## src/rtl/interlaken_pkg.sv

```systemverilog
`default_nettype none
// ============================================================
// interlaken_pkg : shared 64B/67B constants, header codes, popcount
// Rev 1.0
// ============================================================
package interlaken_pkg;

   localparam int WORD_W    = 67;
   localparam int PAYLOAD_W = 64;
   localparam int GEAR_W    = 80;
   localparam int ACC_W     = 146;

   localparam logic [1:0] HDR_DATA = 2'b01;
   localparam logic [1:0] HDR_CTRL = 2'b10;

   function automatic logic [6:0] popcount64(input logic [PAYLOAD_W-1:0] d);
      logic [6:0] n;
      n = '0;
      for (int i = 0; i < PAYLOAD_W; i++) begin
         n = n + 7'(d[i]);
      end
      return n;
   endfunction

endpackage
`default_nettype wire

```

## src/rtl/gearbox_67_80.sv

```systemverilog
`default_nettype none
// ============================================================
// gearbox_67_80 : packs 67-bit code words LSB-first into 80-bit beats
// Rev 1.0
// ============================================================
module gearbox_67_80
   import interlaken_pkg::*;
(
   input  logic                 clk,
   input  logic                 rst_n,
   input  logic                 i_clear,
   input  logic [PAYLOAD_W+1:0] i_byp_word,
   input  logic                 i_byp_vld,
   input  logic [WORD_W-1:0]    i_cw,
   input  logic                 i_cw_vld,
   output logic [GEAR_W-1:0]    o_data,
   output logic                 o_data_vld
);

   logic [ACC_W-1:0]  r_acc;
   logic [6:0]        r_fill;
   logic [GEAR_W-1:0] r_data;
   logic              r_data_vld;

   logic [ACC_W-1:0]  w_cw_sh;
   logic [ACC_W-1:0]  w_acc;
   logic [7:0]        w_new;
   logic              w_emit;

   // Bits at and above r_fill are always zero, so OR-ing in the new word is a write.
   assign w_cw_sh = i_cw_vld ? (ACC_W'(i_cw) << r_fill) : '0;
   assign w_acc   = r_acc | w_cw_sh;
   assign w_new   = {1'b0, r_fill} + (i_cw_vld ? 8'(WORD_W) : 8'd0);
   assign w_emit  = (w_new >= 8'(GEAR_W));

   always_ff @(posedge clk or negedge rst_n) begin
      if (!rst_n) begin
         r_acc      <= '0;
         r_fill     <= '0;
         r_data     <= '0;
         r_data_vld <= 1'b0;
      end else if (i_clear) begin
         r_acc      <= '0;
         r_fill     <= '0;
         r_data     <= GEAR_W'(i_byp_word);
         r_data_vld <= i_byp_vld;
      end else if (w_emit) begin
         r_acc      <= w_acc >> GEAR_W;
         r_fill     <= 7'(w_new - 8'(GEAR_W));
         r_data     <= w_acc[GEAR_W-1:0];
         r_data_vld <= 1'b1;
      end else begin
         r_acc      <= w_acc;
         r_fill     <= w_new[6:0];
         r_data_vld <= 1'b0;
      end
   end

   assign o_data     = r_data;
   assign o_data_vld = r_data_vld;

endmodule
`default_nettype wire

```

## src/rtl/encode_64b_67b.sv

```systemverilog
`default_nettype none
// ============================================================
// encode_64b_67b : Interlaken TX 64B/67B encoder with 67->80 gearbox
// Rev 1.0
// ============================================================
module encode_64b_67b
   import interlaken_pkg::*;
#(
   parameter int DISP_W    = 9,
   parameter int INVERT_EN = 1
)(
   input  logic                     USER_CLK,
   input  logic                     SYSTEM_RESET_N,
   input  logic                     PASSTHROUGH,
   input  logic [PAYLOAD_W-1:0]     DATA_IN,
   input  logic [1:0]               HEADER_IN,
   input  logic                     DATA_VALID_IN,
   output logic [GEAR_W-1:0]        DATA_OUT,
   output logic                     DATA_VALID_OUT,
   output logic signed [DISP_W-1:0] DISPARITY_OUT
);

   localparam logic signed [DISP_W-1:0] c_WORD_W_S = DISP_W'(WORD_W);

   logic signed [DISP_W-1:0] r_rd;
   logic [WORD_W-1:0]        r_cw;
   logic                     r_cw_vld;

   logic [6:0]               w_pc;
   logic [6:0]               w_pay_pc;
   logic [6:0]               w_cw_pc;
   logic                     w_rd_pos;
   logic                     w_rd_neg;
   logic                     w_inv;
   logic signed [DISP_W-1:0] w_delta;

   assign w_pc     = popcount64(DATA_IN);
   assign w_rd_neg = r_rd[DISP_W-1];
   assign w_rd_pos = !r_rd[DISP_W-1] && (r_rd != '0);
   // Payload disparity sign is popcount vs. 32; zero on either side never inverts.
   assign w_inv    = (INVERT_EN != 0) &&
                     ((w_rd_pos && (w_pc > 7'd32)) || (w_rd_neg && (w_pc < 7'd32)));
   assign w_pay_pc = w_inv ? (7'(PAYLOAD_W) - w_pc) : w_pc;
   assign w_cw_pc  = w_pay_pc + 7'(HEADER_IN[1]) + 7'(HEADER_IN[0]) + 7'(w_inv);
   assign w_delta  = $signed(DISP_W'({w_cw_pc, 1'b0})) - c_WORD_W_S;

   always_ff @(posedge USER_CLK or negedge SYSTEM_RESET_N) begin
      if (!SYSTEM_RESET_N) begin
         r_rd     <= '0;
         r_cw     <= '0;
         r_cw_vld <= 1'b0;
      end else if (PASSTHROUGH) begin
         r_rd     <= '0;
         r_cw_vld <= 1'b0;
      end else if (DATA_VALID_IN) begin
         r_cw     <= {w_inv, HEADER_IN, (w_inv ? ~DATA_IN : DATA_IN)};
         r_rd     <= r_rd + w_delta;
         r_cw_vld <= 1'b1;
      end else begin
         r_cw_vld <= 1'b0;
      end
   end

   gearbox_67_80 u_gearbox (
      .clk        (USER_CLK),
      .rst_n      (SYSTEM_RESET_N),
      .i_clear    (PASSTHROUGH),
      .i_byp_word ({HEADER_IN, DATA_IN}),
      .i_byp_vld  (DATA_VALID_IN),
      .i_cw       (r_cw),
      .i_cw_vld   (r_cw_vld),
      .o_data     (DATA_OUT),
      .o_data_vld (DATA_VALID_OUT)
   );

   assign DISPARITY_OUT = r_rd;

endmodule
`default_nettype wire

```

## config.mk

```make
export PLATFORM = sky130hd
export DESIGN_NAME = encode_64b_67b
export DESIGN_NICKNAME = d
export VERILOG_FILES = /design/src/rtl/interlaken_pkg.sv /design/src/rtl/gearbox_67_80.sv /design/src/rtl/encode_64b_67b.sv
export SDC_FILE = /design/constraint.sdc
export NUM_CORES = 1
export LEC_CHECK = 0
export ABC_AREA = 0
export CAP_MARGIN = 15
export CORE_MARGIN = 4
export CORE_UTILIZATION = 40
export DETAILED_ROUTE_END_ITERATION = 8
export PLACE_DENSITY = 0.69
export SYNTH_ARGS = -nofsm -noshare
export SYNTH_HDL_FRONTEND = slang
export SYNTH_HIERARCHICAL = 1
export SYNTH_SLANG_ARGS = --single-unit
```

## constraint.sdc

```tcl
create_clock -name USER_CLK -period 5.6 [get_ports USER_CLK]
set_input_delay 1.12 -clock USER_CLK [delete_from_list [all_inputs] [get_ports USER_CLK]]
set_output_delay 1.12 -clock USER_CLK [all_outputs]
set_load 0.1 [all_outputs]
```

==> results of run 1 <==
## cell type report
cell class / instances / area [µm²] / share of cell area, %
antenna: 1 / 2.502 / 0.009080
tap: 696 / 870.8 / 3.160
clock buffer: 49 / 1011 / 3.668
multi-input combinational: 1609 / 13770 / 49.95
sequential: 311 / 7796 / 28.29
timing repair buffer: 352 / 3388 / 12.29
clock inverter: 15 / 206.4 / 0.7491
inverter: 135 / 519.2 / 1.884
## logic make-up (layout without fill, tap and decap cells)
| logic type | after synthesis | count (layout) | synth area share, % |
|---|---|---|---|
| compound gates | 517 | 517 | 16.49 |
| other cells | 0 | 1 | 0 |
| fa+ha+maj | 94 | 94 | 7.312 |
| simple gates | 647 | 647 | 12.58 |
| xor+xnor | 87 | 87 | 3.520 |
| flops | 311 | 311 | 35.31 |
| mux | 264 | 264 | 18.75 |
| buf+inv | 305 | 551 | 6.035 |
## tightest hold or removal path: stages (launching register included)
cell and delay, ns:
dfrtp_1 0.32, a21oi_1 0.05, nor2_1 0.08
## metrics by stage
stage	util [%]	setup TNS (ns)	std cells	setup slack, ns	hold slack (ns)
finish	50.91	-140.48	3168	-4.184	0.4833
global route	50.91	-153.64	3167	-4.426	0.5102
CTS	50.44	-161.94	3159	-4.468	0.4842
detailed placement	46.67	-235.68	3078	-5.251	0.4696
global placement	46.67	-224.15	3078	-5.033	0.4602
floorplan	-	-136.07	2225	-4.618	0.4494
## synthesized netlist by cell type, types with 9 or more instances
cell	number	share of area, %
nand2b_1	10	0.28
ha_1	36	2.0
a221oi_1	26	1.0
a21o_1	25	0.85
nor2b_1	16	0.45
clkbuf_1	102	1.7
a211oi_1	118	4.0
a21oi_1	58	1.3
xnor2_1	80	3.2
mux4_2	103	11
buf_2	36	0.82
o21bai_1	10	0.34
mux2i_1	108	4.9
and2_1	10	0.28
nor3_1	90	2.0
o21ai_1	72	1.6
nand3_1	11	0.25
mux2_2	43	2.2
buf_1	15	0.26
o31ai_1	35	1.2
fa_1	58	5.3
o22ai_1	21	0.60
a22oi_1	12	0.41
dfrtp_1	311	35
a211oi_2	9	0.51
inv_1	133	2.3
nor2_1	284	4.8
a22o_1	11	0.44
nand2_1	191	3.3
o21ai_0	50	1.1
## sequential cells by signal, summed over array words and instances, names as in the netlist
register              cells
u_gearbox/r_fill          7
r_cw                     67
u_gearbox/o_data         80
u_gearbox/r_acc         146
r_cw_vld                  1
DISPARITY_OUT             9
u_gearbox/o_data_vld      1
## layout by cell type (no fill, tap or decap), types with 10 or more instances in the layout
| cell type | netlist | final |
|---|---|---|
| dfrtp_1 | 311 | 306 |
| nor2_1 | 284 | 282 |
| nand2_1 | 191 | 190 |
| buf_4 | 6 | 160 |
| clkdlybuf4s50_1 | 0 | 124 |
| a211oi_1 | 118 | 118 |
| mux2i_1 | 108 | 108 |
| inv_1 | 133 | 103 |
| mux4_2 | 103 | 103 |
| nor3_1 | 90 | 90 |
| o21ai_1 | 72 | 69 |
| a21oi_1 | 58 | 50 |
| o21ai_0 | 50 | 50 |
| fa_1 | 58 | 49 |
| xnor2_2 | 0 | 48 |
| mux2_2 | 43 | 43 |
| clkbuf_16 | 0 | 39 |
| o31ai_1 | 35 | 35 |
| inv_2 | 2 | 29 |
| xnor2_1 | 80 | 26 |
| a221oi_1 | 26 | 26 |
| a21o_1 | 25 | 25 |
| ha_1 | 36 | 25 |
| o22ai_1 | 21 | 21 |
| dlygate4sd2_1 | 0 | 17 |
| buf_6 | 7 | 17 |
| nor2b_1 | 16 | 15 |
| nand3_1 | 11 | 11 |
| ha_4 | 0 | 11 |
| a22oi_1 | 12 | 11 |
| a22o_1 | 11 | 11 |
| and2_1 | 10 | 10 |
## metal layers
layer	global-route usage [%]	wire (µm)
met1	42.24	37340
met5	0	1
met3	8.796	11060
met4	16.89	6396
met2	49.72	43210
## how the worst max path moves through the flow
stage	end	cells after the start	slack (ns)
floorplan	DISPARITY_OUT[8]	35	-4.62
global placement	DISPARITY_OUT[8]	35	-5.03
detailed placement	DISPARITY_OUT[8]	35	-5.25
CTS	DISPARITY_OUT[8]	36	-4.47
global route	DISPARITY_OUT[8]	34	-4.43
finish	DISPARITY_OUT[8]	32	-4.18
## what timing repair did
item	in CTS	in global routing
cloned	5	2
buffers inserted	14	10
setup endpoints to repair	73	73
pin swaps	44	54
hold buffers	0	0
resized for setup	152	48
==> flow_metrics.py, run 1 <==
metrics = {
    "worst_setup_path": {
        "critical_path_buf_inv_count": 6,
        "startpoint": "DATA_IN[43]",
        "critPathMostFrequentCell": "fa_1",
        "r2r_cells": 19,
        "critPathMaxStageDelay_ns": 0.55,
        "reg2reg_from": "DISPARITY_OUT[3]",
        "critical_path.top_delay_family": "adder cells",
        "slowest_stage": "or4b_4",
        "cp_data_required_time_ns": 6.08,
        "timing.rr.end": "DISPARITY_OUT[8]",
        "path_class": "input pin to flop",
        "critPathMaxFanout": 5,
        "ff2ff_setup_slack_ns": 0.72,
        "worstSetupEndpointType": "flop",
        "startpoint_type": "input pin",
        "arrival_ns": 10.26,
    },
    "yosys": {
        "avgSynthCellArea_um2": 9.905,
        "ys_seq_area_share_pct": 35.31,
        "synthFlopType": "dfrtp_1",
        "synth_edf_count": 0,
        "syn_inst": 2225,
        "ys_warn_count": 6,
        "synth.cell_area_mm2": 0.02204,
        "ys_seq_elements": 311,
        "yosysUniqueCellTypes": 82,
        "async_flop_share_pct": 100.0,
        "synth_fp_nets": 2389,
    },
    "clock_network": {
        "tritoncts": "built",
        "cts_max_path_buffers": 3,
        "insertion_delay_ns": 0.57,
        "clkTransAtPathRegs_ns": 0.06,
        "htree_levels": 2,
        "cts_root_buf": "clkbuf_16",
        "cts_buffers": 37,
        "clock-sinks": 311,
    },
    "final_layout": {
        "design_area_mm2": 0.02756,
        "drive_above_1_share_pct": 23.11,
        "layout-area-overhead-vs-synth_pct": 25.05,
        "final_net_count": 2610,
        "fill_cells": 4794,
    },
    "routing": {
        "ant_nets": 0,
        "wl_per_cell_um": 30.93,
        "drc_errors": 0,
        "viasPerCell": 6.406,
        "vias": 20295,
        "drt_wl_total_mm": 98.00,
        "drt_iter0_markers": 2603,
        "drt_pass1_iterations": 6,
    },
    "min_path": {
        "holdCritStartpoint": "u_gearbox/r_acc[134]",
        "min_path_cells": 2,
        "min_to": "u_gearbox/r_acc[134]",
        "min_path_type": "flop to flop",
    },
    "global_routing": {
        "antenna_found_initial": 1,
        "grt.total_usage_pct": 32.42,
        "grt_max_degree": 114,
        "grt_pass1_vias": 20168,
        "grt_pass1_wl_mm": 141.9,
        "gr-total-overflow": 0,
    },
    "run": {
        "maxCapViolCount": 0,
    },
    "place": {
        "hpwlAfterDp_mm": 73.56,
        "placed_area_mm2": 0.02526,
        "port_buffers": 159,
        "finalWeightedCongestion": 1.047,
    },
    "outcome": {
        "outcome": "complete, but fails checks",
        "violations": "negative setup slack",
    },
    "timing": {
        "post-route-period-util_pct": 174.7,
        "period_minus_slack_ns": 9.784,
        "fmax_mhz": 102.2,
        "hold_violations": 0,
        "layout_setup_ws_ns": -4.184,
        "tightest_slew_ns": 1.295,
        "setup_violations": 73,
        "fin_worst_skew_ns": 0.03111,
        "rsz0062_at_grt": "true",
        "maxSlewHeadroom_pct": 13.15,
        "maxSlewViolCount": 0,
    },
    "floorplanning": {
        "fp.dieW_um": 242.7,
        "initial_core_util_pct": 40.71,
        "rows": 85,
        "io-pin-count": 160,
        "die_area_mm2": 0.05892,
        "dieHeight_um": 242.7,
        "coreArea_mm2": 0.05413,
    },
}
Power of run 1 is left out: the tool's default activity adds up to more than one toggle a clock period on the data nets, which glitch-free logic cannot reach.
==> run 2: changes to the inputs <==
- CAP_MARGIN: 15 -> 20
==> results of run 2 <==
Same layout as run 1: the final DEF is identical, and so are final timing and power.
Power of run 2 is left out for the same reason.
